### src/rtl/hazard_detection_unit_if.sv
// ID-stage hazard query and the hazard unit's stall/forwarding answer.
// The pipeline drives the master side; the hazard unit is the slave.
interface hazard_detection_unit_if;
  logic        ID_VALID;
  logic [4:0]  ID_RS1;
  logic [4:0]  ID_RS2;
  logic [4:0]  ID_RD;
  logic        ID_REG_WRITE_EN;
  logic        ID_MEM_READ;
  logic        FLUSH;
  logic        STALL;
  logic [1:0]  MEM_FORWARD_EN;
  logic [1:0]  WB_FORWARD_EN;
  logic [15:0] STALL_COUNT;

  modport master (
    output ID_VALID, ID_RS1, ID_RS2, ID_RD, ID_REG_WRITE_EN, ID_MEM_READ, FLUSH,
    input  STALL, MEM_FORWARD_EN, WB_FORWARD_EN, STALL_COUNT
  );

  modport slave (
    input  ID_VALID, ID_RS1, ID_RS2, ID_RD, ID_REG_WRITE_EN, ID_MEM_READ, FLUSH,
    output STALL, MEM_FORWARD_EN, WB_FORWARD_EN, STALL_COUNT
  );
endinterface

### src/rtl/hazard_detection_unit.sv
// Load-use stall and EX/MEM, MEM/WB forwarding selection for a 5-stage pipeline.
// Tracks EX/MEM/WB destination records and registers forwarding for the instruction entering EX.
module hazard_detection_unit (
  input  logic                   CLK,
  input  logic                   RESET,
  hazard_detection_unit_if.slave bus
);

  typedef struct packed {
    logic       valid;
    logic [4:0] rd;
    logic       we;
    logic       mem_read;
  } stage_t;

  typedef enum logic [0:0] {
    RUN    = 1'b0,
    BUBBLE = 1'b1
  } state_t;

  localparam stage_t STAGE_BUBBLE = '0;
  localparam int EX  = 0;
  localparam int MEM = 1;
  localparam int WB  = 2;

  stage_t      stage_q [3];
  stage_t      stage_d [3];
  state_t      state_q, state_d;
  logic [1:0]  mem_fwd_q, mem_fwd_d;
  logic [1:0]  wb_fwd_q, wb_fwd_d;
  logic [15:0] stall_count_q, stall_count_d;
  logic        load_use_s;
  logic        stall_s;
  logic        load_ex_s;

  function automatic logic producer_hit(input stage_t s, input logic [4:0] rs);
    return s.valid & s.we & (s.rd != 5'd0) & (s.rd == rs);
  endfunction

  // Load in EX feeding either ID source operand
  always_comb begin
    load_use_s = bus.ID_VALID & stage_q[EX].valid & stage_q[EX].mem_read &
                 (stage_q[EX].rd != 5'd0) &
                 ((stage_q[EX].rd == bus.ID_RS1) | (stage_q[EX].rd == bus.ID_RS2));
  end

  // Stall FSM; FLUSH and reset suppress the stall, which also keeps the next state at RUN
  always_comb begin
    state_d = state_q;
    stall_s = 1'b0;
    case (state_q)
      RUN: begin
        stall_s = load_use_s & ~bus.FLUSH & RESET;
        if (stall_s) begin
          state_d = BUBBLE;
        end else begin
          state_d = RUN;
        end
      end
      BUBBLE:  state_d = RUN;
      default: state_d = RUN;
    endcase
  end

  // Next stage records, forwarding selects for the instruction entering EX, stall counter
  always_comb begin
    load_ex_s    = bus.ID_VALID & ~stall_s & ~bus.FLUSH;
    stage_d[EX]  = STAGE_BUBBLE;
    stage_d[MEM] = stage_q[EX];
    stage_d[WB]  = stage_q[MEM];
    mem_fwd_d    = 2'b00;
    wb_fwd_d     = 2'b00;
    if (load_ex_s) begin
      stage_d[EX] = '{valid: 1'b1, rd: bus.ID_RD, we: bus.ID_REG_WRITE_EN,
                      mem_read: bus.ID_MEM_READ};
      // A load in EX has no result yet; the stall path covers it instead
      mem_fwd_d[0] = producer_hit(stage_q[EX], bus.ID_RS1) & ~stage_q[EX].mem_read;
      mem_fwd_d[1] = producer_hit(stage_q[EX], bus.ID_RS2) & ~stage_q[EX].mem_read;
      wb_fwd_d[0]  = producer_hit(stage_q[MEM], bus.ID_RS1) & ~mem_fwd_d[0];
      wb_fwd_d[1]  = producer_hit(stage_q[MEM], bus.ID_RS2) & ~mem_fwd_d[1];
    end else begin
      mem_fwd_d = 2'b00;
      wb_fwd_d  = 2'b00;
    end
    if (stall_s && (stall_count_q != 16'hFFFF)) begin
      stall_count_d = stall_count_q + 16'd1;
    end else begin
      stall_count_d = stall_count_q;
    end
  end

  // State registers with synchronous active-low reset
  always_ff @(posedge CLK) begin
    if (!RESET) begin
      for (int i = 0; i < 3; i++) begin
        stage_q[i] <= STAGE_BUBBLE;
      end
      state_q       <= RUN;
      mem_fwd_q     <= 2'b00;
      wb_fwd_q      <= 2'b00;
      stall_count_q <= 16'd0;
    end else begin
      stage_q       <= stage_d;
      state_q       <= state_d;
      mem_fwd_q     <= mem_fwd_d;
      wb_fwd_q      <= wb_fwd_d;
      stall_count_q <= stall_count_d;
    end
  end

  assign bus.STALL          = stall_s;
  assign bus.MEM_FORWARD_EN = mem_fwd_q;
  assign bus.WB_FORWARD_EN  = wb_fwd_q;
  assign bus.STALL_COUNT    = stall_count_q;

endmodule

### src/flat_wrapper.sv
// flat-port wrapper written by rule: the top's interface ports become plain ports
module hazard_detection_unit_flat 
  (CLK, RESET, bus_ID_VALID, bus_ID_RS1, bus_ID_RS2, bus_ID_RD, bus_ID_REG_WRITE_EN, bus_ID_MEM_READ, bus_FLUSH, bus_STALL, bus_MEM_FORWARD_EN, bus_WB_FORWARD_EN, bus_STALL_COUNT);
  hazard_detection_unit_if bus_i ();
  input  logic CLK;
  input  logic RESET;
  input wire logic [$bits(bus_i.ID_VALID)-1:0] bus_ID_VALID;
  input wire logic [$bits(bus_i.ID_RS1)-1:0] bus_ID_RS1;
  input wire logic [$bits(bus_i.ID_RS2)-1:0] bus_ID_RS2;
  input wire logic [$bits(bus_i.ID_RD)-1:0] bus_ID_RD;
  input wire logic [$bits(bus_i.ID_REG_WRITE_EN)-1:0] bus_ID_REG_WRITE_EN;
  input wire logic [$bits(bus_i.ID_MEM_READ)-1:0] bus_ID_MEM_READ;
  input wire logic [$bits(bus_i.FLUSH)-1:0] bus_FLUSH;
  output wire logic [$bits(bus_i.STALL)-1:0] bus_STALL;
  output wire logic [$bits(bus_i.MEM_FORWARD_EN)-1:0] bus_MEM_FORWARD_EN;
  output wire logic [$bits(bus_i.WB_FORWARD_EN)-1:0] bus_WB_FORWARD_EN;
  output wire logic [$bits(bus_i.STALL_COUNT)-1:0] bus_STALL_COUNT;
  assign bus_i.ID_VALID = bus_ID_VALID;
  assign bus_i.ID_RS1 = bus_ID_RS1;
  assign bus_i.ID_RS2 = bus_ID_RS2;
  assign bus_i.ID_RD = bus_ID_RD;
  assign bus_i.ID_REG_WRITE_EN = bus_ID_REG_WRITE_EN;
  assign bus_i.ID_MEM_READ = bus_ID_MEM_READ;
  assign bus_i.FLUSH = bus_FLUSH;
  assign bus_STALL = bus_i.STALL;
  assign bus_MEM_FORWARD_EN = bus_i.MEM_FORWARD_EN;
  assign bus_WB_FORWARD_EN = bus_i.WB_FORWARD_EN;
  assign bus_STALL_COUNT = bus_i.STALL_COUNT;
  hazard_detection_unit u_core (.CLK(CLK), .RESET(RESET), .bus(bus_i));
endmodule
### config.mk
export PLATFORM = sky130hd
export DESIGN_NAME = hazard_detection_unit_flat
export DESIGN_NICKNAME = d
export VERILOG_FILES = /design/src/rtl/hazard_detection_unit_if.sv /design/src/rtl/hazard_detection_unit.sv /design/src/flat_wrapper.sv
export SDC_FILE = /design/constraint.sdc
export NUM_CORES = 1
export LEC_CHECK = 0
export ABC_AREA = 1
export BUFFER_PORTS_ARGS = -buffer_cell sky130_fd_sc_hd__buf_2
export CAP_MARGIN = 25
export CORE_MARGIN = 3
export CORE_UTILIZATION = 40
export DETAILED_ROUTE_END_ITERATION = 7
export RECOVER_POWER = 50
export SYNTH_ARGS = -nofsm -noshare
export SYNTH_HDL_FRONTEND = slang
export SYNTH_SLANG_ARGS = --single-unit
### constraint.sdc
create_clock -name CLK -period 2.4 [get_ports CLK]
set_input_delay 0.24 -clock CLK [delete_from_list [all_inputs] [get_ports CLK]]
set_output_delay 0.24 -clock CLK [all_outputs]
set_load 0.01 [all_outputs]
* Word level (Yosys, flattened, before mapping)
Cells that the tools add are included.
** Cells by class
- Add/subtract/negate cells :: 1
- Equal/unequal tests :: 5
- Mux-type cells :: 4
- Bitwise operators :: 27
- Reductions and logical operators :: 4
** Operators with widths (count)
- $and 1x1->1 :: 20
- $eq 5x5->1 :: 4
- $add 16x1->16 const B :: 1
- $ne 16x16->1 const B :: 1
- $reduce_bool 5->1 :: 2
- $mux 8 :: 1
- $not 1->1 :: 6
- $mux 1 :: 2
- $pmux 1 s2 :: 1
- $reduce_and 2->1 :: 1
- $logic_and 1x1->1 :: 1
- $or 1x1->1 :: 1
** Word-level totals
- Bits in registers :: 36
- Input bits :: 21
- Output and inout bits :: 21
- Word-level logic and storage cells :: 52

* Logic depth before layout (Yosys ltp)
Gate-level depths: netlist of the first run.
- Word-level depth :: 11
- Mapped depth :: 11
- Mapped depth without buffers :: 11

* Worst setup path before layout of the first run
No wires, ideal clock.
- Kind :: reg-to-reg
- From :: reg u_core.stall_count_q[0] (netlist: u_core.bus.STALL_COUNT[0])
- To :: reg u_core.stall_count_q[1] (netlist: u_core.bus.STALL_COUNT[1])
- Library setup time :: 0.118 ns
- Data arrival time :: 1.466 ns
- Data required time :: 2.282 ns
- Slack :: 0.816 ns
- Stages on the path, launching flop included :: 9
- Path buffers :: 0
- Period minus slack after synthesis :: 1.584 ns
- Path through :: dfxtp_1 -> ha_1 -> inv_1 -> nor3_2 -> nand4_1 -> nor2_1 -> nor2_4 -> o21ai_0 -> nor2_1
** Between the ends
- Cells in the longest elaborated chain, start to end :: 2
- Elaborated cells on any way between the ends :: 3
- Classes of those cells :: add/sub: 1; eq/ne: 1; reduce/logical: 1
** RTL lines
- from (decl) :: line hazard_detection_unit.sv:31 : logic [15:0] stall_count_q, stall_count_d;
- from (signal assigned) :: line hazard_detection_unit.sv:107 : stall_count_q <= stall_count_d;
- parallel branches: the longest is 2 deep, another holds $add 16x1->16
Several ways; the timed one is not identified.
A chain may end at the register's enable or synchronous reset.

* Final worst setup path of the first run
- From :: reg u_core.stage_q, in the netlist u_core.stage_d[10]
- To :: out bus_STALL
** Between the ends
- Cells in the longest elaborated chain, start to end :: 6
- Elaborated cells on any way between the ends :: 9
- Classes of those cells :: eq/ne: 2; mux: 1; bitwise: 5; reduce/logical: 1
** RTL lines
- from (decl) :: line hazard_detection_unit.sv:26 : stage_t stage_q [3];
- from (signal assigned) :: line hazard_detection_unit.sv:103 : stage_q <= stage_d;
- $eq 5x5->1 / $reduce_bool 5->1 (equally long branches) :: line hazard_detection_unit.sv:44, hazard_detection_unit.sv:43
- $or 1x1->1 / $and 1x1->1 (equally long branches) :: line hazard_detection_unit.sv:44, hazard_detection_unit.sv:42
- $and 1x1->1 (*) :: line hazard_detection_unit.sv:43 : (stage_q[EX].rd != 5'd0) &
- $and 1x1->1 (*) (2 in series) :: line hazard_detection_unit.sv:53 : stall_s = load_use_s & ~bus.FLUSH & RESET;
- $mux 1 (*) :: line hazard_detection_unit.sv:51 : case (state_q)
- to (decl) :: line flat_wrapper.sv:14 : output wire logic [$bits(bus_i.STALL)-1:0] bus_STALL;
Every way passes the cells marked *; elsewhere a longest branch is shown, timed or not.

==> impl_metrics.tcl, run 1 <==
set metrics [dict create \
    status "completed" \
    synth_nets 317 \
    postSynthAreaPerCell_um2 6.66 \
    cts_buffers 5 \
    initial_core_util 0.433 \
    cts.root.buffer_cell "clkbuf_8" \
    ys_ff_latch 36 \
    cts_buffer_depth 2 \
    path_cells "inv_2 > nand2_1 > nand2_1 > nor2_1 > nand3_2 > nand2_4 > nand2_1 > inv_1 > buf_2" \
    io_pins 42 \
    instances_no_fill 405 \
    cp_num_buf_inv 3 \
    worst_slew_pin_slew_ns 1.08 \
    hpwlAfterDp_um 3310 \
    synth_cell_types 29 \
    cp.arrival_ns 1.66 \
    cts_tree "done" \
    grt_max_degree 24 \
    wirelength_um 4330 \
    period_needed_ns 1.90 \
    slowest_delay_ns 0.41 \
    final_max_slew_viol_count 0 \
    cts_setup_buffers 0 \
    io_buffers 41 \
    r2r-end "u_core.bus.WB_FORWARD_EN[1]$_SDFF_PN0_" \
    antenna_found_initial 0 \
    area_growth_pct 16.8 \
    crit_fanout 6 \
    cp-start-kind "flop" \
    worstReg2RegStart "u_core.stage_d[10]$_SDFF_PN0_" \
    grt_pass1_vias 1644 \
    syn_area_um2 1970 \
    ys_warn_count 0 \
    via_per_inst 4.44 \
    cp_top_family "simple AND/OR/NAND/NOR gates" \
    max_freq_ghz 0.526 \
    crit_path_end_kind "output pin" \
    place_inst 398 \
    utilization 0.506 \
    r2r_slack_ns 0.55 \
    grt_remaining_overflow 0 \
    grt_first_pass_wirelength_um 7490 \
    wire_per_inst_um 10.7 \
    rsz0062_at_grt "false" \
    p_seq_frac 0.527 \
    maxCapViolCount 0 \
    final_nets 362 \
    path_clk_slew_ns 0.07 \
    netSwitchingPower_mw 0.261 \
    ctsResizeCount 0 \
    hold_class "input pin to flop" \
    critPathKind "flop to output pin" \
    htree_levels 2 \
    worstPathRequired_ns 2.16 \
    grt_usage 0.158 \
    switching_share 0.226 \
    syn_inst 295 \
    finalWeightedCongestion 0.864 \
    relSlewSlack 0.280 \
    num_vias 1797 \
    timing.critical_path.mode_cell "nand2_1" \
    setup_tns_ns 0 \
    die_h_um 76.1 \
    drive_gt1_frac 0.159 \
    power_density_nw_per_um2 503 \
    die_w_um 76.1 \
    antenna_left 0 \
    hold_buffers 0 \
    ir_drop_mv 0.307 \
    period_share 0.791 \
    fin_skew_ns 0.00442 \
    synth_largest_area_cell "dfxtp_1" \
    p_int_mw 0.893 \
    mostFrequentLayoutCell "nand2_1" \
    cts.sinks 36 \
    cp_slowest_cell "dfxtp_1" \
    hold_depth 3 \
    first_pass_iters 4 \
    p_leak_nw 1.07 \
    yosysTopAreaCellShare 0.367 \
    min_to "u_core.stage_d[11]$_SDFF_PN0_" \
    synthTopCellsByArea "dfxtp_1 37%, nand2_1 15%, inv_1 11%, nor2_1 9.2%, o21bai_2 5.2%" \
    hp-start "bus_ID_RD[1]" \
    reg2reg_depth 8 \
    layout_common_cells "78 x nand2_1, 56 x inv_1, 48 x nor2_1" \
    rows 24 \
    finalSetupViolations 0 \
    drc 0 \
    die_area_um2 5790 \
    core_area_um2 4530 \
    p_comb_frac 0.072 \
    hold_viol 0 \
    clk_latency_ns 0.28 \
    drt_iter0_drc 104 \
    synth-seq-area-share 0.367 \
    diodes 0 \
    clockPowerShare 0.401 \
]
-- routing by layer --
metal  share of wire  routed length, um  up-vias  track usage
met3           0.048                207        7       0.0426
li1                -                  -      973            -
met5               0                  0        -            0
met2            0.42               1810       35        0.243
met1            0.52               2260      782        0.216
met4           0.012                 50        0       0.0489
-- metrics by stage --
stage                     instance area (um^2)  hold slack (ns)  setup slack (ns)  total power [mW]
after global routing                      2300            0.157             0.254              1.21
after floorplan                           1970            0.349             0.816             0.671
final                                     2300            0.163             0.500              1.15
after detailed placement                  2230            0.434             0.592             0.705
after global placement                    2230            0.438             0.612             0.705
after CTS                                 2330            0.159             0.565              1.17
-- cells in the mapped netlist --
cell / number
a21oi_1: 2
inv_2: 4
nor3_1: 3
nor3_2: 1
inv_1: 56
nand4_1: 8
buf_2: 1
nor4_1: 1
nand2_1: 77
o21ai_1: 1
clkinv_1: 2
ha_1: 1
nor2_1: 48
nand3_2: 4
buf_8: 1
nor2_4: 2
nand2_4: 1
nand3b_1: 1
clkbuf_1: 2
nand3_1: 13
nand3_4: 1
xor2_1: 3
o21bai_2: 9
dfxtp_1: 36
or2_2: 4
xnor2_1: 6
nand2_2: 1
o21ai_0: 5
nor2_2: 1
-- cells by family after synthesis --
| kind of cell | synth area share |
|---|---|
| flip-flops | 0.367 |
| buffers and inverters | 0.132 |
| XOR/XNOR | 0.0401 |
| AND/OR/NAND/NOR | 0.383 |
| AO/OA/AOI/OAI | 0.0719 |
| adder cells (fa/ha/maj) | 0.00636 |
-- how the worst max path moves through the flow --
| stage | start | endpoint | cells past startpoint |
|---|---|---|---|
| after floorplan | u_core.bus.STALL_COUNT[0]$_SDFFE_PN0P_ | u_core.bus.STALL_COUNT[1]$_SDFFE_PN0P_ | 8 |
| after global placement | u_core.bus.STALL_COUNT[0]$_SDFFE_PN0P_ | u_core.bus.STALL_COUNT[1]$_SDFFE_PN0P_ | 8 |
| after global routing | u_core.stage_d[10]$_SDFF_PN0_ | u_core.bus.WB_FORWARD_EN[1]$_SDFF_PN0_ | 8 |
| final | u_core.stage_d[10]$_SDFF_PN0_ | bus_STALL | 9 |
| after CTS | u_core.stage_d[10]$_SDFF_PN0_ | bus_STALL | 9 |
| after detailed placement | u_core.bus.STALL_COUNT[0]$_SDFFE_PN0P_ | u_core.bus.STALL_COUNT[0]$_SDFFE_PN0P_ | 8 |
-- power groups by stage --
stage          Clock (mW)  Combinational (mW)  Sequential (mW)
2_1_floorplan           0              0.0500            0.621
3_3_place_gp            0              0.0832            0.622
3_5_place_dp            0              0.0834            0.622
4_1_cts             0.475              0.0838            0.608
5_1_grt             0.505              0.0959            0.609
6_report            0.463              0.0827            0.608
-- area by class of cell --
type                    count  area [um^2]
fillers                   491         2240
multi-input cells         193          982
flip-flops and latches     36          721
inverters                  62          233
repair buffers             42          183
clock buffers               7         96.3
well taps                  65         81.3
-- sequential cells by signal (all words and copies together) (netlist names) --
| register | count |
|---|---|
| u_core.bus.STALL_COUNT | 16 |
| u_core.stage_d | 15 |
| u_core.bus.MEM_FORWARD_EN | 2 |
| u_core.bus.WB_FORWARD_EN | 2 |
| u_core.state_q | 1 |
-- worst reg2reg max path: cells and delay by family, from the launching register on --
kind / cells / cell delay (ns)
and+or+nand+nor: 8 / 1.37
DFF: 1 / 0.41
No activity file was read; power rests on OpenSTA's default activity.
==> run 2: changes to the inputs <==
ABC_AREA = 0   (was 1)
clock period = 1.8 ns   (was 2.4 ns; I/O delays follow)
==> run 2 against run 1 <==
  * Worst setup slack got worse by 0.60 ns
  * Sequential power grew 34%
  * Clock power is 24% higher
  * Register-to-register slack lost 0.65 ns
  * Non-clock buffer count rose by 37
  * Hold slack worse by 0.072 ns
  * Critical path depth decreased by 2
  * Utilization rose by 11 points
  * Critical path type is now flop to flop
  * The run now ends with setup timing left
==> impl_metrics.tcl, run 2 <==
set metrics [dict create \
    status "finished with violations" \
    violations "setup timing" \
    die_w_um 72.1 \
    cts.root.buffer_cell "clkbuf_8" \
    fin_ws_ns -0.0999 \
    max_freq_ghz 0.526 \
    place_area_um2 2250 \
    io_buffers 41 \
    postSynthAreaPerCell_um2 9.88 \
    worstReg2RegStart "u_core.stage_d[11]$_SDFF_PN0_" \
    grt_remaining_overflow 0 \
    crit_path_end_kind "flop" \
    antenna_found_initial 0 \
    num_vias 1534 \
    drc 0 \
    antenna_left 0 \
    syn_area_um2 1750 \
    cts_tree "done" \
    area_growth_pct 45.7 \
    r2r-end "u_core.bus.STALL_COUNT[6]$_SDFFE_PN0P_" \
    grt_first_pass_wirelength_um 7290 \
    reg2reg_depth 7 \
    die_h_um 72.1 \
    cp-start-kind "flop" \
    cts.sinks 36 \
    synth_cell_types 43 \
    r2r_slack_ns -0.1 \
    synth_largest_area_cell "dfxtp_1" \
    grt_pass1_vias 1580 \
    initial_core_util 0.425 \
    grt_max_degree 28 \
    finalSetupViolations 10 \
    ys_top_cells_by_count "36 x dfxtp_1, 16 x nand2_1, 14 x and2_1, 13 x xnor2_1, 10 x xor2_1" \
    syn_inst 177 \
    hold_viol 0 \
    ir_drop_mv 0.380 \
    drive_gt1_frac 0.471 \
    utilization 0.619 \
    wirelength_um 4390 \
    cts_buffers 5 \
    synth_edf_count 0 \
    synth-seq-area-share 0.412 \
    final_nets 282 \
    ys.flop_type "dfxtp_1" \
    ys_ff_latch 36 \
    period_share 1.06 \
    first_pass_iters 4 \
    fin_area_um2 2550 \
    crit_fanout 5 \
    grt_usage 0.178 \
    critPathKind "flop to flop" \
    yosysTopAreaCellShare 0.412 \
    synth_nets 199 \
    relSlewSlack 0.735 \
    via_per_inst 4.93 \
    mostFrequentLayoutCell "buf_2" \
    htree_levels 2 \
    layout_common_cells "41 x buf_2, 32 x buf_4, 31 x dfxtp_1" \
    wire_per_inst_um 14.1 \
    core_area_um2 4120 \
    path_clk_slew_ns 0.08 \
    whs_ns 0.0905 \
    maxCapViolCount 0 \
    period_needed_ns 1.90 \
    worstPathRequired_ns 2.01 \
    crit_start "u_core.stage_d[11]$_SDFF_PN0_" \
    power_density_nw_per_um2 601 \
    synthTopCellsByArea "dfxtp_1 41%, xnor2_1 6.5%, and2_1 5.0%, xor2_1 5.0%, mux2i_1 3.4%" \
    rsz0062_at_grt "true" \
    clk_latency_ns 0.29 \
    post-synth-top-count-cell "dfxtp_1" \
    cp.arrival_ns 2.11 \
    crit_path_end "u_core.bus.STALL_COUNT[6]$_SDFFE_PN0P_" \
    io_pins 42 \
    fillers 348 \
    finalWeightedCongestion 0.839 \
    ys_warn_count 0 \
    die_area_um2 5200 \
    hold_class "input pin to flop" \
    hpwlAfterDp_um 3130 \
    rows 23 \
    worst_slew_pin_slew_ns 0.387 \
    largest_reg_flops 16 \
    diodes 0 \
    fin_skew_ns 0.00844 \
    p_leak_nw 1.13 \
    drt_iter0_drc 40 \
    final_max_slew_viol_count 0 \
    synthArstFlopShare 0 \
    cts_buffer_depth 2 \
]
-- run 2: cell types whose count changed after synthesis, sizes merged, moves of 9 or more --
cell    previous run  this run
nand2             79        16
inv               60         4
nor2              51         8
and2               0        15
o21bai             9         0
-- run 2: kinds of logic after synthesis --
group / count (synthesis) / share of synthesized area
compound gates: 19 / 0.108
flops: 36 / 0.412
simple gates: 84 / 0.302
buf+inv: 8 / 0.0215
fa+ha+maj: 1 / 0.00715
mux: 6 / 0.0343
xor+xnor: 23 / 0.115
-- run 2: area by class of cell --
type / count / area, um^2 / share of cell area
repair buffers: 79 / 522 / 0.205
clock buffers: 5 / 68.8 / 0.0270
flip-flops and latches: 36 / 729 / 0.286
multi-input cells: 134 / 1130 / 0.444
well taps: 50 / 62.6 / 0.0245
inverters: 4 / 15.0 / 0.00589
clock inverters: 3 / 18.8 / 0.00736
-- run 2: per-stage QoR --
stage               std cells  power, mW  TNS (ns)  worst slack (ns)
floorplan                 177      0.901  -0.00538          -0.00538
global placement          294      0.952    -0.396           -0.0928
detailed placement        294      0.955    -0.781            -0.132
CTS                       309       1.53    -0.727            -0.109
global route              311       1.59     -2.44            -0.222
finish                    311       1.53    -0.497           -0.0999
-- run 2: worst max-delay path, cell delays in order, from the launching register on --
cell and delay, ns:
dfxtp_4 0.38, xor2_4 0.16, nor3_4 0.21, nand3_4 0.12, buf_12 0.15, a2111oi_4 0.34
nor3b_2 0.26, mux2i_1 0.21
-- run 2: worst min path at each step --
stage,slack (ns),start,depth (start not counted),end
final,0.09,bus_ID_RD[0],2,u_core.stage_d[10]$_SDFF_PN0_
after global placement,0.38,bus_ID_RD[1],2,u_core.stage_d[11]$_SDFF_PN0_
after CTS,0.09,bus_ID_RD[0],2,u_core.stage_d[10]$_SDFF_PN0_
after global routing,0.08,bus_ID_RD[0],2,u_core.stage_d[10]$_SDFF_PN0_
after detailed placement,0.38,bus_ID_RD[0],2,u_core.stage_d[10]$_SDFF_PN0_
after floorplan,0.30,bus_ID_RD[0],1,u_core.stage_d[10]$_SDFF_PN0_
-- run 2: repair_timing --
item / in CTS / in global routing
gates cloned: 1 / 0
buffers inserted: 7 / 3
pin swaps: 13 / 10
gates resized for setup: 16 / 12
hold buffers: 0 / 0
endpoints found under the setup margin: 25 / 27
-- run 2: metal layers --
layer  global-route usage  share of wire
met1                0.238           0.44
met2                0.290           0.50
met3               0.0360          0.043
met4               0.0501         0.0082
met5                    0              0
-- run 2: power breakdown --
| part | total [mW] | internal [mW] | switching [mW] |
|---|---|---|---|
| Combinational | 0.146 | 0.0720 | 0.0737 |
| Clock | 0.573 | 0.270 | 0.303 |
| Sequential | 0.813 | 0.803 | 0.00942 |
| Total | 1.53 | 1.15 | 0.386 |
==> run 3: changes to the inputs <==
clock period = 1.72 ns   (was 1.8 ns; I/O delays follow)
==> run 3 against run 2 <==
  * The run still ends with setup timing left
  * Non-clock buffer count grew 1
  * Worst setup slack got worse by 0.051 ns
  * Clock skew decreased by 0.0019 ns
  * Sequential share of layout area up 1.1 points
  * Register-to-register slack got worse by 0.05 ns
  * Count of clock-buffer cells in the layout grew 2
  * Critical endpoint is now u_core.bus.STALL_COUNT[9]$_SDFFE_PN0P_
==> impl_metrics.tcl, run 3 (synthesis results as in run 2) <==
set metrics [dict create \
    status "finished with violations" \
    violations "setup timing" \
    core_area_um2 4120 \
    cp.arrival_ns 2.04 \
    ir_drop_mv 0.442 \
    path_cells "xor2_2 > nor3_4 > nand3_4 > a2111oi_4 > buf_4 > a31oi_1 > a41o_1" \
    dpl_worst_slack_ns -0.172 \
    hold_class "input pin to flop" \
    slowest_delay_ns 0.37 \
    relSlewSlack 0.715 \
    antenna_found_initial 0 \
    first_pass_iters 4 \
    hp-start "bus_ID_MEM_READ" \
    drt_iter0_drc 54 \
    grt_remaining_overflow 0 \
    layout_common_cells "34 x buf_4, 33 x buf_2, 30 x dfxtp_1" \
    num_vias 1570 \
    r2r-end "u_core.bus.STALL_COUNT[9]$_SDFFE_PN0P_" \
    critPathKind "flop to flop" \
    largest_reg_flops 16 \
    final_max_slew_viol_count 0 \
    worstReg2RegStart "u_core.stage_d[14]$_SDFF_PN0_" \
    cp_slowest_cell "a2111oi_4" \
    rsz0062_at_grt "true" \
    via_per_inst 5.05 \
    cts_tree "done" \
    final_nets 283 \
    grt_first_pass_wirelength_um 7570 \
    worstPathRequired_ns 1.89 \
    die_area_um2 5200 \
    initial_core_util 0.425 \
    grt_pass1_vias 1701 \
    mostFrequentLayoutCell "buf_4" \
    maxCapViolCount 0 \
    place_area_um2 2290 \
    hold_depth 2 \
    finalWeightedCongestion 0.874 \
    antenna_left 0 \
    crit_fanout 7 \
    htree_levels 2 \
    drive_gt1_frac 0.414 \
    power_density_nw_per_um2 655 \
    p_leak_nw 1.09 \
    fin_area_um2 2470 \
    cts.sinks 36 \
    period_needed_ns 1.87 \
    wirelength_um 4290 \
    place_inst 299 \
    area_growth_pct 41.3 \
    multi_input_area_um2 1050 \
    max_freq_ghz 0.535 \
    r2r_slack_ns -0.15 \
    instances_no_fill 311 \
    io_buffers 41 \
    min_to "u_core.stage_d[8]$_SDFF_PN0_" \
    finalSetupViolations 25 \
    utilization 0.601 \
    rows 23 \
    diodes 0 \
    clk_latency_ns 0.28 \
    wire_per_inst_um 13.8 \
    die_w_um 72.1 \
    cts_buffers 5 \
    grt_max_degree 28 \
    worst_slew_pin_slew_ns 0.424 \
    ff_latch_area_um2 736 \
    path_clk_slew_ns 0.07 \
    cts_buffer_depth 2 \
    crit_path_end_kind "flop" \
    hpwlAfterDp_um 3230 \
    hold_viol 0 \
    drc 0 \
    die_h_um 72.1 \
    fin_ws_ns -0.150 \
    fin_skew_ns 0.00655 \
    cp-start-kind "flop" \
    cts.root.buffer_cell "clkbuf_8" \
    fillers 358 \
    period_share 1.09 \
    reg2reg_depth 7 \
    io_pins 42 \
    grt_usage 0.183 \
]
[run 3: cell types whose count changed in the layout (fill, tap and decap cells not counted), sizes merged]
cell / change
buf: -6
clkinv: -3
clkbuf: +9
[run 3: how the worst max path moves through the flow]
stage / from / endpoint / slack, ns / depth (start not counted)
after floorplan: u_core.stage_d[14]$_SDFF_PN0_ / u_core.bus.STALL_COUNT[9]$_SDFFE_PN0P_ / -0.08 / 6
after global placement: u_core.stage_d[14]$_SDFF_PN0_ / u_core.bus.STALL_COUNT[9]$_SDFFE_PN0P_ / -0.11 / 7
after detailed placement: u_core.stage_d[14]$_SDFF_PN0_ / u_core.bus.STALL_COUNT[9]$_SDFFE_PN0P_ / -0.17 / 7
after CTS: u_core.stage_d[14]$_SDFF_PN0_ / u_core.bus.STALL_COUNT[9]$_SDFFE_PN0P_ / -0.18 / 7
after global routing: u_core.stage_d[13]$_SDFF_PN0_ / u_core.bus.STALL_COUNT[6]$_SDFFE_PN0P_ / -0.24 / 6
final: u_core.stage_d[14]$_SDFF_PN0_ / u_core.bus.STALL_COUNT[9]$_SDFFE_PN0P_ / -0.15 / 7
[run 3: final cells by class]
cell class | instances | area share
Timing Repair Buffer | 80 | 0.208
Clock buffer | 7 | 0.0390
Inverter | 4 | 0.00607
Tap cell | 50 | 0.0253
Multi-Input combinational cell | 134 | 0.424
Sequential cell | 36 | 0.298
[run 3: what timing repair did]
action	4_1_cts	5_1_grt
pin swaps	19	2
gates resized for setup	14	4
hold buffers	0	0
gates cloned	1	0
setup buffers	4	0
endpoints found under the setup margin	28	28
[run 3: routing by layer]
| layer | part of all wire | routed length (um) | track usage |
|---|---|---|---|
| met4 | 0.0063 | 27 | 0.0459 |
| met3 | 0.047 | 202 | 0.0374 |
| met5 | 0 | 0 | 0 |
| met2 | 0.51 | 2180 | 0.323 |
| met1 | 0.44 | 1880 | 0.226 |
[run 3: where the power goes]
| group | internal [mW] | switching (mW) |
|---|---|---|
| Clock | 0.357 | 0.275 |
| Sequential | 0.839 | 0.00864 |
| Combinational | 0.0704 | 0.0687 |
| Total | 1.27 | 0.353 |
[run 3: stage by stage]
step	hold slack, ns	total power, mW	setup TNS (ns)
floorplan	0.294	0.943	-0.789
global placement	0.373	1.00	-1.13
detailed placement	0.373	1.01	-1.69
CTS	0.0863	1.64	-1.47
global route	0.0949	1.68	-4.24
finish	0.0940	1.62	-1.34
[run 3: worst max-delay path, delay by kind of cell, from the launching register on]
family          cells  cell delay (ns)
compound gates      3             0.66
flops               1             0.36
xor+xnor            1             0.16
buf+inv             1             0.20
simple gates        2             0.38
